===== config.mk =====
export PLATFORM = sky130hd
export DESIGN_NAME = responder_arbiter
export DESIGN_NICKNAME = d
export VERILOG_FILES = /design/src/rtl/responder_arbiter.sv
export SDC_FILE = /design/constraint.sdc
export NUM_CORES = 1
export LEC_CHECK = 0
export CAP_MARGIN = 20
export CORE_MARGIN = 4
export CORE_UTILIZATION = 50
export CTS_CLUSTER_SIZE = 40
export DETAILED_ROUTE_END_ITERATION = 10
export DONT_BUFFER_PORTS = 1
export GPL_TIMING_DRIVEN = 0
export SKIP_CTS_REPAIR_TIMING = 1
export SYNTH_ARGS = -nofsm -noshare
export SYNTH_HDL_FRONTEND = slang
export SYNTH_SLANG_ARGS = --single-unit

===== constraint.sdc =====
create_clock -name CLK -period 2.4 [get_ports CLK]
set_input_delay 0.48 -clock CLK [delete_from_list [all_inputs] [get_ports CLK]]
set_output_delay 0.48 -clock CLK [all_outputs]
set_load 0.05 [all_outputs]

===== src/rtl/responder_arbiter.sv =====
// Quiz responder round controller: per-key debounce, foul lockout, first-press grant
// and countdown-timer sequencing (Start / Timer_Start / Answer).
// state | meaning: IDLE early presses are fouls | OPEN buzz window | ANSWER winner answering | DONE host stopped | EXPIRED timed out
module responder_arbiter #(
  parameter int N_PLAYERS       = 4,
  parameter int DEBOUNCE_CYCLES = 500000,
  localparam int ID_W  = $clog2(N_PLAYERS),
  localparam int CNT_W = $clog2(DEBOUNCE_CYCLES + 1)
) (
  input  logic                 CLK,
  input  logic                 RSTn,
  input  logic [N_PLAYERS-1:0] Key,
  input  logic                 Host_Go,
  input  logic                 Host_Stop,
  input  logic                 Host_Reset,
  input  logic                 TimeOver_Stop,
  output logic                 Start,
  output logic                 Timer_Start,
  output logic                 Answer,
  output logic                 Winner_Valid,
  output logic [ID_W-1:0]      Winner_ID,
  output logic [N_PLAYERS-1:0] Player_LED,
  output logic                 Foul,
  output logic [ID_W-1:0]      Foul_ID,
  output logic [N_PLAYERS-1:0] Lockout,
  output logic                 Round_Expired
);

  typedef enum logic [2:0] {S_IDLE, S_OPEN, S_ANSWER, S_DONE, S_EXPIRED} state_t;

  localparam logic [CNT_W-1:0] CNT_LOAD = CNT_W'(DEBOUNCE_CYCLES - 1);

  state_t state_q, state_d;

  logic [N_PLAYERS-1:0] sync1, sync2, deb, deb_q, press;
  logic [CNT_W-1:0]     cnt [N_PLAYERS];

  logic                 start_d, ts_d, ans_d, wv_d, foul_d, exp_d;
  logic [ID_W-1:0]      wid_d, fid_d, first;
  logic [N_PLAYERS-1:0] led_d, lock_d, valid;
  logic                 any;

  // Down-counter reloads whenever the synchronized key agrees with the debounced level
  always_ff @(posedge CLK or negedge RSTn) begin
    if (!RSTn) begin
      sync1 <= '0;
      sync2 <= '0;
      deb   <= '0;
      deb_q <= '0;
      press <= '0;
      for (int i = 0; i < N_PLAYERS; i++) cnt[i] <= CNT_LOAD;
    end else begin
      sync1 <= Key;
      sync2 <= sync1;
      deb_q <= deb;
      press <= deb & ~deb_q;
      for (int i = 0; i < N_PLAYERS; i++) begin
        if (sync2[i] == deb[i]) begin
          cnt[i] <= CNT_LOAD;
        end else if (cnt[i] == '0) begin
          deb[i] <= sync2[i];
          cnt[i] <= CNT_LOAD;
        end else begin
          cnt[i] <= cnt[i] - CNT_W'(1);
        end
      end
    end
  end

  always_comb begin
    valid = press & ~Lockout;
    first = '0;
    for (int i = N_PLAYERS - 1; i >= 0; i--) begin
      if (valid[i]) first = ID_W'(i);
    end
  end

  assign any = |valid;

  always_comb begin
    state_d = state_q;
    start_d = Start;
    ts_d    = Timer_Start;
    ans_d   = Answer;
    wv_d    = Winner_Valid;
    wid_d   = Winner_ID;
    led_d   = Player_LED;
    foul_d  = Foul;
    fid_d   = Foul_ID;
    lock_d  = Lockout;
    exp_d   = Round_Expired;
    if (Host_Reset) begin
      state_d = S_IDLE;
      start_d = 1'b1;
      ts_d    = 1'b0;
      ans_d   = 1'b0;
      wv_d    = 1'b0;
      wid_d   = '0;
      led_d   = '0;
      foul_d  = 1'b0;
      fid_d   = '0;
      lock_d  = '0;
      exp_d   = 1'b0;
    end else begin
      case (state_q)
        S_IDLE: begin
          if (any) begin
            lock_d = Lockout | valid;
            if (!Foul) begin
              foul_d = 1'b1;
              fid_d  = first;
            end
          end
          if (Host_Go) begin
            state_d = S_OPEN;
            start_d = 1'b0;
            ts_d    = 1'b0;
          end
        end
        S_OPEN: begin
          if (any) begin
            state_d = S_ANSWER;
            ts_d    = 1'b1;
            ans_d   = 1'b1;
            wv_d    = 1'b1;
            wid_d   = first;
            led_d   = N_PLAYERS'(1) << first;
          end else if (TimeOver_Stop) begin
            state_d = S_EXPIRED;
            exp_d   = 1'b1;
          end
        end
        S_ANSWER: begin
          if (Host_Stop) begin
            state_d = S_DONE;
            ans_d   = 1'b0;
          end else if (TimeOver_Stop) begin
            state_d = S_EXPIRED;
            ans_d   = 1'b0;
            exp_d   = 1'b1;
          end
        end
        default: ;
      endcase
    end
  end

  always_ff @(posedge CLK or negedge RSTn) begin
    if (!RSTn) begin
      state_q       <= S_IDLE;
      Start         <= 1'b1;
      Timer_Start   <= 1'b0;
      Answer        <= 1'b0;
      Winner_Valid  <= 1'b0;
      Winner_ID     <= '0;
      Player_LED    <= '0;
      Foul          <= 1'b0;
      Foul_ID       <= '0;
      Lockout       <= '0;
      Round_Expired <= 1'b0;
    end else begin
      state_q       <= state_d;
      Start         <= start_d;
      Timer_Start   <= ts_d;
      Answer        <= ans_d;
      Winner_Valid  <= wv_d;
      Winner_ID     <= wid_d;
      Player_LED    <= led_d;
      Foul          <= foul_d;
      Foul_ID       <= fid_d;
      Lockout       <= lock_d;
      Round_Expired <= exp_d;
    end
  end

endmodule


==> metrics.cfg <==
[place]
gp_congestion=0.7889
placed_area_um2=5623
dpl.hpwl_um=6760
io_buffers=0

[setup_path]
setup.worst_path.start_class=register
path_buf_inv=0
worst-r2r-cell-count=4
r2r_end=Round_Expired
crit_family=compound AO/OA/AOI/OAI gates
path_class=reg -> reg
regToRegSetupSlack_ns=0.16
crit_chain=nor2b_1 -> o41ai_2 -> a41oi_1 -> nor2_1
crit_path_max_incr_delay_ns=0.95
cp_slowest_cell=o41ai_2
required_ns=2.86
cp.depth=4
critPathMaxFanout=9
timing.rr.start=Lockout[1]
cp_data_arrival_time_ns=2.70
end_kind=register

[floorplanning]
core_um2=10460
io_pins=28
row_count=37
die-area_um2=12640
die_h_um=112.4
die_w_um=112.4
start_util=0.5212

[power_and_ir_drop]
power_density_nw_per_um2=803.6
leakagePower_nw=2.588
ir_worst_vdd_mv=0.5590
finalPower_mw=5.129

[synth]
synth-simple-area-share=0.2441
syn-num-nets=538
synth_cell_types=54
yosysTopAreaCellShare=0.3304
syn_avg_cell_area_um2=10.49
synth_compound_area_frac=0.08307
muxShareOfSynthArea=0.01010
ys_seq_area_frac=0.5473
syn_area_um2=5453
syn_inst=520
synth_top_flop_cell=dfrtp_1
synth_fa_ha_area_frac=0.01836
synth_edf_count=0
yosysWarnings=0
yosys.area_share.xor_xnor=0.08192
ys_ff_latch=117
synthTopCellsByArea=dfrtp_1 33%, dfstp_2 22%, xor2_1 5.5%
async_flop_share=1.000
synth_top_family_by_area=simple AND/OR/NAND/NOR gates
yosysTopAreaCell=dfrtp_1

[global_routing]
grt.overflow.total=0
antenna_found_initial=0
grt_pass1_vias=3907
grt_usage=0.1831
grt_pass1_wl_um=18630
grt_max_degree=118

[drt]
drcViolationCount=0
firstDrtPassIters=4
wire_per_inst_um=15.09
viasPerCell=5.573
ant_nets=0
vias=3862
drt_iter0_drc=237
wl_um=10460

[clock_tree]
cts.sinks=117
ctsHtreeMaxLevel=4
worstSkewPairLatency_ns=0.53
cts-buffers-inserted=17
clkTransAtPathRegs_ns=0.06
cts_buffer_depth=2
cts_tree=yes
cts_root_buf=clkbuf_8

[finish]
drive_gt1_frac=0.1813
layout_commonest_cell=dfrtp_1
syn_to_final_growth_pct=17.05
final_util=0.6100
antenna_cells=0
fin_nets=562
num-fill-cells=863
finalInstanceArea_um2=6382
final_cell_mix=72 x dfrtp_1, 62 x nor2_1, 45 x dfstp_2, 45 x nand2_1, 34 x xor2_1

[sta]
period_share=0.9344
hold_viol_final=117
setup_viol_count_final=0
max_freq_mhz=445.9
period_minus_slack_ns=2.242
drv_slew=0
fin_worst_skew_ns=0.004135
hold-worst-slack_ns=-0.3534
slew-limit-headroom=0.3297
rsz0062_at_grt=no
worst_pin_slew_ns=0.9946

[hold_path]
hp-class=in -> async

[outcome]
violations=hold timing
status=finished with violations

[flow_run]
cap_violations=0

[worst max-delay path by stage]
stage / slack (ns) / start / endpoint
after global placement: 0.03 / cnt[47] / cnt[47]
final: 0.16 / Lockout[1] / Round_Expired
after detailed placement: -0.03 / cnt[47] / cnt[48]
after floorplan: 0.40 / cnt[9] / cnt[16]
after CTS: -0.07 / cnt[0] / cnt[16]
after global routing: 0.003 / cnt[24] / cnt[36]
[report_power, final]
group / switching (mW) / leakage, nW / internal [mW]
combinational: 0.0831 / 0.798 / 0.0463
sequential: 0.0343 / 1.46 / 2.02
clock: 0.892 / 0.330 / 2.05
total: 1.01 / 2.59 / 4.12
[area by class of cell]
type	instances	area, um^2	share of cell area
sequential	117	2984	0.4676
multi-input combinational	381	2407	0.3772
clock buffer	19	441.7	0.06920
clock inverter	13	251.5	0.03940
tap	136	170.2	0.02666
timing repair buffer	5	45.04	0.007057
inverter	12	45.04	0.007057
buffer	10	37.54	0.005881
[logic make-up after synthesis]
family | Yosys count
AOI/OAI and AO/OA | 66
xor gates and xnor gates | 51
adders and majority gates | 8
buffers and inverters | 22
DFF | 117
muxes | 5
and+or+nand+nor | 251
[synthesized netlist by cell type, drive strengths merged (2+ instances only)]
master    n
a2111oi   2
a211oi    2
a21boi    2
a21oi    17
a32oi     2
clkbuf   10
dfrtp    72
dfstp    45
ha        8
inv      12
mux2      4
nand2    45
nand2b    9
nand3    32
nand3b    2
nand4    14
nand4b    3
nor2     62
nor2b     9
nor3     17
nor3b     5
nor4     17
nor4b     2
o21a      2
o21ai    15
o31ai    11
o41ai     6
or2       2
or3      17
or4      10
or4b      2
xnor2    17
xor2     34
[worst reg2reg max path, stage by stage (launching register included)]
cell and delay, ns:
dfrtp_1 0.67, nor2b_1 0.20, o41ai_2 0.95, a41oi_1 0.23, nor2_1 0.13
[stage by stage]
stage                     hold WS [ns]  TNS (ns)  worst slack, ns  std cells
after global routing           -0.3877         0         0.003102        693
after CTS                      -0.3833   -0.1015         -0.06988        688
after detailed placement        0.1870   -0.1282         -0.03272        656
after global placement          0.1869         0          0.03393        656
final                          -0.3534         0           0.1575        693
after floorplan                 0.1844         0           0.3975        520
[routing by layer]
layer  up-vias  GRT usage  share of wire
met5         -          0              0
met4         0    0.07612          0.010
met3        10    0.05984          0.040
met2        62     0.2845           0.47
met1      1878     0.2373           0.48
li1       1912          -              -
[sequential cells by signal (all words and copies together), names as in the netlist, 2 cells and up]
name	flops
cnt	76
sync2	4
Foul_ID	2
Player_LED	4
press	4
state_q	3
Lockout	4
Winner_ID	2
deb	4
sync1	4
deb_q	4
No activity file was read; power rests on OpenSTA's default activity.
